<file path="config.mk">
export PLATFORM = sky130hd
export DESIGN_NAME = axi_burst_master
export DESIGN_NICKNAME = d
export VERILOG_FILES = /design/src/rtl/axi_burst_master.sv
export SDC_FILE = /design/constraint.sdc
export NUM_CORES = 1
export LEC_CHECK = 0
export BUFFER_PORTS_ARGS = -buffer_cell sky130_fd_sc_hd__buf_4
export CORE_ASPECT_RATIO = 1.1
export CORE_MARGIN = 5
export CORE_UTILIZATION = 41
export CTS_BUF_LIST = sky130_fd_sc_hd__clkbuf_4 sky130_fd_sc_hd__clkbuf_8
export DETAILED_ROUTE_END_ITERATION = 10
export PLACE_DENSITY = 0.91
export REMOVE_ABC_BUFFERS = 1
export SLEW_MARGIN = 10
export SYNTH_ARGS = -nofsm -noshare
export SYNTH_HDL_FRONTEND = slang
export SYNTH_SLANG_ARGS = --single-unit
</file>
<file path="constraint.sdc">
create_clock -name s_axi_aclk -period 1.6 [get_ports s_axi_aclk]
set_input_delay 0 -clock s_axi_aclk [delete_from_list [all_inputs] [get_ports s_axi_aclk]]
set_output_delay 0 -clock s_axi_aclk [all_outputs]
set_load 0.01 [all_outputs]
</file>
<file path="src/rtl/axi_burst_master.sv">
// Single-outstanding AXI4 INCR burst master: one local read or write command at a
// time, write data streamed in from wr_*, read data streamed out on rd_*.
module axi_burst_master #(
    parameter int unsigned ID_WIDTH   = 4,
    parameter int unsigned DATA_WIDTH = 32,
    parameter int unsigned STRB_WIDTH = DATA_WIDTH / 8,
    parameter int unsigned AXI_ID     = 0
) (
    input  logic                  s_axi_aclk,
    input  logic                  s_axi_aresetn,

    input  logic                  cmd_valid,
    output logic                  cmd_ready,
    input  logic                  cmd_write,
    input  logic [31:0]           cmd_addr,
    input  logic [7:0]            cmd_len,

    input  logic [DATA_WIDTH-1:0] wr_data,
    input  logic                  wr_valid,
    output logic                  wr_ready,

    output logic [DATA_WIDTH-1:0] rd_data,
    output logic                  rd_valid,
    output logic                  rd_last,
    input  logic                  rd_ready,

    output logic                  done,
    output logic [1:0]            resp,

    output logic [ID_WIDTH-1:0]   m_axi_awid,
    output logic [31:0]           m_axi_awaddr,
    output logic [7:0]            m_axi_awlen,
    output logic [2:0]            m_axi_awsize,
    output logic [1:0]            m_axi_awburst,
    output logic                  m_axi_awvalid,
    input  logic                  m_axi_awready,

    output logic [DATA_WIDTH-1:0] m_axi_wdata,
    output logic [STRB_WIDTH-1:0] m_axi_wstrb,
    output logic                  m_axi_wlast,
    output logic                  m_axi_wvalid,
    input  logic                  m_axi_wready,

    input  logic [ID_WIDTH-1:0]   m_axi_bid,
    input  logic [1:0]            m_axi_bresp,
    input  logic                  m_axi_bvalid,
    output logic                  m_axi_bready,

    output logic [ID_WIDTH-1:0]   m_axi_arid,
    output logic [31:0]           m_axi_araddr,
    output logic [7:0]            m_axi_arlen,
    output logic [2:0]            m_axi_arsize,
    output logic [1:0]            m_axi_arburst,
    output logic                  m_axi_arvalid,
    input  logic                  m_axi_arready,

    input  logic [ID_WIDTH-1:0]   m_axi_rid,
    input  logic [DATA_WIDTH-1:0] m_axi_rdata,
    input  logic [1:0]            m_axi_rresp,
    input  logic                  m_axi_rlast,
    input  logic                  m_axi_rvalid,
    output logic                  m_axi_rready
);

    localparam int unsigned SIZE_ENC   = $clog2(STRB_WIDTH);
    localparam logic [1:0]  BURST_INCR = 2'b01;
    localparam logic [1:0]  RESP_SLV   = 2'b10;

    typedef enum logic [2:0] {
        S_IDLE,
        S_WADDR,
        S_WDATA,
        S_WRESP,
        S_RADDR,
        S_RDATA
    } state_t;

    state_t      state_q, state_d;
    logic        cmd_ready_q, cmd_ready_d;
    logic [31:0] awaddr_q, awaddr_d;
    logic [7:0]  awlen_q, awlen_d;
    logic        awvalid_q, awvalid_d;
    logic [31:0] araddr_q, araddr_d;
    logic [7:0]  arlen_q, arlen_d;
    logic        arvalid_q, arvalid_d;
    logic        bready_q, bready_d;
    logic [7:0]  beat_q, beat_d;
    logic        done_q, done_d;
    logic [1:0]  resp_q, resp_d;

    logic        in_wdata;
    logic        in_rdata;
    logic        w_fire;
    logic        r_fire;

    // Response IDs are not checked: only one transaction is ever outstanding.
    logic        unused_ids;
    assign unused_ids = ^{m_axi_bid, m_axi_rid};

    // Data phases are pure pass-through so a beat moves every cycle both sides agree.
    assign in_wdata     = (state_q == S_WDATA);
    assign in_rdata     = (state_q == S_RDATA);
    assign m_axi_wvalid = in_wdata && wr_valid;
    assign wr_ready     = in_wdata && m_axi_wready;
    assign m_axi_wdata  = wr_data;
    assign m_axi_wstrb  = '1;
    assign m_axi_wlast  = in_wdata && (beat_q == awlen_q);
    assign rd_valid     = in_rdata && m_axi_rvalid;
    assign rd_data      = m_axi_rdata;
    assign rd_last      = in_rdata && m_axi_rlast;
    assign m_axi_rready = in_rdata && rd_ready;
    assign w_fire       = m_axi_wvalid && m_axi_wready;
    assign r_fire       = m_axi_rvalid && m_axi_rready;

    assign m_axi_awid    = ID_WIDTH'(AXI_ID);
    assign m_axi_awsize  = 3'(SIZE_ENC);
    assign m_axi_awburst = BURST_INCR;
    assign m_axi_arid    = ID_WIDTH'(AXI_ID);
    assign m_axi_arsize  = 3'(SIZE_ENC);
    assign m_axi_arburst = BURST_INCR;

    assign cmd_ready     = cmd_ready_q;
    assign m_axi_awaddr  = awaddr_q;
    assign m_axi_awlen   = awlen_q;
    assign m_axi_awvalid = awvalid_q;
    assign m_axi_araddr  = araddr_q;
    assign m_axi_arlen   = arlen_q;
    assign m_axi_arvalid = arvalid_q;
    assign m_axi_bready  = bready_q;
    assign done          = done_q;
    assign resp          = resp_q;

    always_ff @(posedge s_axi_aclk or negedge s_axi_aresetn) begin
        if (!s_axi_aresetn) begin
            state_q     <= S_IDLE;
            cmd_ready_q <= 1'b1;
            awaddr_q    <= '0;
            awlen_q     <= '0;
            awvalid_q   <= 1'b0;
            araddr_q    <= '0;
            arlen_q     <= '0;
            arvalid_q   <= 1'b0;
            bready_q    <= 1'b0;
            beat_q      <= '0;
            done_q      <= 1'b0;
            resp_q      <= '0;
        end else begin
            state_q     <= state_d;
            cmd_ready_q <= cmd_ready_d;
            awaddr_q    <= awaddr_d;
            awlen_q     <= awlen_d;
            awvalid_q   <= awvalid_d;
            araddr_q    <= araddr_d;
            arlen_q     <= arlen_d;
            arvalid_q   <= arvalid_d;
            bready_q    <= bready_d;
            beat_q      <= beat_d;
            done_q      <= done_d;
            resp_q      <= resp_d;
        end
    end

    always_comb begin
        state_d   = state_q;
        awaddr_d  = awaddr_q;
        awlen_d   = awlen_q;
        awvalid_d = awvalid_q;
        araddr_d  = araddr_q;
        arlen_d   = arlen_q;
        arvalid_d = arvalid_q;
        bready_d  = bready_q;
        beat_d    = beat_q;
        done_d    = 1'b0;
        resp_d    = resp_q;

        unique case (state_q)
            S_IDLE: begin
                if (cmd_valid) begin
                    resp_d = '0;
                    beat_d = '0;
                    if (cmd_write) begin
                        awaddr_d  = cmd_addr;
                        awlen_d   = cmd_len;
                        awvalid_d = 1'b1;
                        state_d   = S_WADDR;
                    end else begin
                        araddr_d  = cmd_addr;
                        arlen_d   = cmd_len;
                        arvalid_d = 1'b1;
                        state_d   = S_RADDR;
                    end
                end
            end
            S_WADDR: begin
                if (m_axi_awready) begin
                    awvalid_d = 1'b0;
                    state_d   = S_WDATA;
                end
            end
            S_WDATA: begin
                if (w_fire) begin
                    beat_d = beat_q + 8'd1;
                    if (m_axi_wlast) begin
                        beat_d   = '0;
                        bready_d = 1'b1;
                        state_d  = S_WRESP;
                    end
                end
            end
            S_WRESP: begin
                if (m_axi_bvalid) begin
                    resp_d   = m_axi_bresp;
                    bready_d = 1'b0;
                    done_d   = 1'b1;
                    state_d  = S_IDLE;
                end
            end
            S_RADDR: begin
                if (m_axi_arready) begin
                    arvalid_d = 1'b0;
                    state_d   = S_RDATA;
                end
            end
            S_RDATA: begin
                if (r_fire) begin
                    beat_d = beat_q + 8'd1;
                    if (m_axi_rresp > resp_q) begin
                        resp_d = m_axi_rresp;
                    end
                    if (m_axi_rlast) begin
                        // A burst whose length disagrees with the request is reported as SLVERR.
                        if (beat_q != arlen_q) begin
                            resp_d = RESP_SLV;
                        end
                        beat_d  = '0;
                        done_d  = 1'b1;
                        state_d = S_IDLE;
                    end
                end
            end
            default: begin
                state_d = S_IDLE;
            end
        endcase

        cmd_ready_d = (state_d == S_IDLE);
    end

endmodule
</file>
==> summary.txt <==
Power and ir drop
  • Worst vdd ir: ~1000 uV
  • Static leakage: roughly 3.6 nW
  • Total power: 13.4 mW
  • Pwr Density: around 1800 mW/mm^2

Flow run
  • Max-cap violations: 0

STA
  • Worst hold margin: between 0.07 and 0.08 ps
  • RSZ-0062 raised after global routing: yes
  • Fmax: between 500 and 600 MHz
  • Min cycle time layout: roughly 1800 ps
  • Final setup fails: 95
  • Clock Skew: approximately 12 ps
  • Max-slew violations: 0
  • Worst setup margin: -176 ps
  • Fin crit share: 111%
  • Hold Vio Cnt, Final: 0

Critical path
  • Crit path max fanout: 6
  • Critical path's largest stage delay: between 400 and 500 ps
  • CP max stage cell: dfrtp_2
  • Worst setup EP type: register
  • Critical path, cell by cell: xor2_2 > nor4_4 > buf_4 > and2_4 > o22a_2 > o22ai_2
  • Worst setup path category: reg2reg
  • Critical path data arrival time: about 2000 ps
  • Worst endpoint required time: about 1800 ps
  • CP Launch Type: register

Yosys
  • Yosys top cell area share: between 40% and 50%
  • Cell variety after synth: between 50 and 60
  • Post-synth EDFFs: 0
  • Top-count cell post-synth: dfrtp_1
  • Synthesized area: approximately 0.005 sq mm
  • Area leader, netlist: dfrtp_1
  • Mapped Cells: 422
  • Area contributors post-synth: dfrtp_1 (48%), mux2_2 (14%), buf_4 (13%), mux2_1 (3.6%), xor2_1 (2.9%)
  • Post-synth top cells: dfrtp_1 (97), buf_4 (88), mux2_2 (64), xor2_1 (17), mux2_1 (16)
  • Main synth FF type: dfrtp_1
  • Sequential area share after synthesis: about 48%
  • Ys async rst share: 100%
  • Synthesis-stage register bit count: approximately 100
  • Syn Area/Cell: 12.0 sq um
  • Warnings, synthesis: 0

Cells and area
  • Final core area utilization: about three fifths
  • Non-filler instance count after layout: 773
  • Nets: ~750
  • Share of layout cells above drive strength 1: between 50% and 60%
  • Area growth syn-to-layout: 47.9%

Placed design
  • Placed Cells: just under 700
  • Hpwl dp: between 15000 and 20000 microns
  • Number of port buffers: ~150
  • Final GP Congestion: between 0.9 and 1

Clock tree
  • TritonCTS clock tree: yes
  • Reg clk slew, reported paths: about 100 ps
  • Root buf cell: clkbuf_8
  • CTS Sinks: 98
  • Worst-Skew Late Latency: ~360 ps
  • CTS H-tree depth: 3
  • Total CTS buffers: 9
  • Clock Tree Buf Depth: 2

Outcome
  • Failing checks: setup timing
  • Outcome: finished, violations left

Detailed routing
  • Detail Route Antenna Nets: 0
  • DR vias: 4028
  • Met3 WL: ~4300 microns
  • Max Used Layer: met5
  • DR WL/cell: 28.7 microns
  • DRT iter0 DRCs: roughly 190
  • Routed wl met2: 10800 microns
  • Post-route DRC: 0
  • M1 wire length: slightly below 6000 microns
  • First drt pass iteration count: 4
  • Vias per std cell: about 5.2
  • Routed wire length: approximately 22000 microns

Global routing
  • Largest net degree at the start of global routing: 54
  • GRT Overall Usage: 27.9%
  • Total grt overflow: 0
  • Vias in the first global route: about 4.4k
  • Global-route wire length before repair: between 20000 and 30000 microns
  • Initial antenna violation count: 1

Floorplanning
  • Standard-cell rows: 42
  • Die ar.: approximately 0.015 sq mm
  • Starting Density: between 40% and 50%
  • I/O pin count: between 300 and 400
  • Die width: roughly 120 microns
  • Die height: 127 microns
  • Core area: around 0.012 sq mm

Worst hold path
  • Hold Path Class: in2out
## final timing paths
kind / start / to / slack [ps] / cells after the start
max reg2reg: beat_q[3] / beat_q[4] / -180 / 6
min reg2reg: m_axi_bready / m_axi_bready / 510 / 1
max: beat_q[3] / beat_q[4] / -180 / 6
min in group asynchronous: s_axi_aresetn / m_axi_araddr[5] / 170 / 3
max in group asynchronous: s_axi_aresetn / cmd_ready / 1130 / 3
min: m_axi_rdata[19] / rd_data[19] / 0.08 / 0
## kinds of logic after synthesis
| group | share of synthesized area [%] |
|---|---|
| xor+xnor | 2.94 |
| fa+ha+maj | 0.989 |
| simple gates | 7.44 |
| other cells | 0.148 |
| mux | 18.0 |
| flops | 48.5 |
| compound gates | 6.26 |
| buf+inv | 15.7 |
## cells in the final DEF, fill, tap and decap left out, drive strengths merged, types with 5 or more instances in the layout
| cell type | n |
|---|---|
| dfrtp | 97 |
| clkbuf | 14 |
| xor2 | 17 |
| conb | 22 |
| nor2 | 12 |
| o22ai | 5 |
| dlygate4sd3 | 49 |
| o21ai | 9 |
| nand2 | 15 |
| inv | 11 |
| mux2 | 80 |
| and2 | 6 |
| nand3 | 7 |
| buf | 209 |
## area by class of cell
type / instances / area [sq um]
fill: 872 / 4600
antenna: 1 / 2.50
clock inverter: 6 / 90.1
multi-input combinational: 232 / 2200
inverter: 10 / 37.5
clock buffer: 9 / 124
timing repair buffer: 263 / 2380
tap: 154 / 193
sequential: 98 / 2460
## registers in the layout, summed over array words and instances, names as in the netlist
signal / count
m_axi_araddr: 32
m_axi_awaddr: 32
beat_q: 8
m_axi_arlen: 8
m_axi_awlen: 8
state_q: 3
resp: 2
cmd_ready: 1
done: 1
m_axi_arvalid: 1
m_axi_awvalid: 1
m_axi_bready: 1
## per-stage QoR
stage / instance area [sq um] / setup slack [ps] / TNS (ps)
3_3_place_gp: 6090 / -34.2 / -575
6_report: 7490 / -176 / -7300
5_1_grt: 7490 / -300 / -10100
3_5_place_dp: 6090 / -101 / -2910
4_1_cts: 7070 / -127 / -3090
2_1_floorplan: 4380 / -1790 / -102280
## report_power, final
group	switching [mW]	total, mW	internal [mW]
Combinational	3.05	7.19	4.14
Clock	0.860	1.74	0.878
Sequential	0.827	4.47	3.64
Total	4.74	13.4	8.66
## what timing repair did
item | in CTS | in global routing
endpoints found under the setup margin | 60 | 85
resized for setup | 46 | 56
cloned | 2 | 6
hold buffers | 48 | 1
hold endpoints to repair | 186 | 1
buffers inserted | 9 | 8
pin swaps | 11 | 16
## critical path, delay by kind of cell, from the launching register on
kind,cells,cell delay (ps)
buffers and inverters,1,170
and+or+nand+nor,2,490
DFF,1,460
xor gates and xnor gates,1,180
AOI/OAI and AO/OA,2,350
## per-layer routing
layer / vias to the layer above / global-route usage [%]
met3: 40 / 24.9
met5: - / 4.56
met4: 2 / 13.8
li1: 1739 / -
met1: 1936 / 21.4
met2: 311 / 46.6
Power figures use the tool's default switching activity.
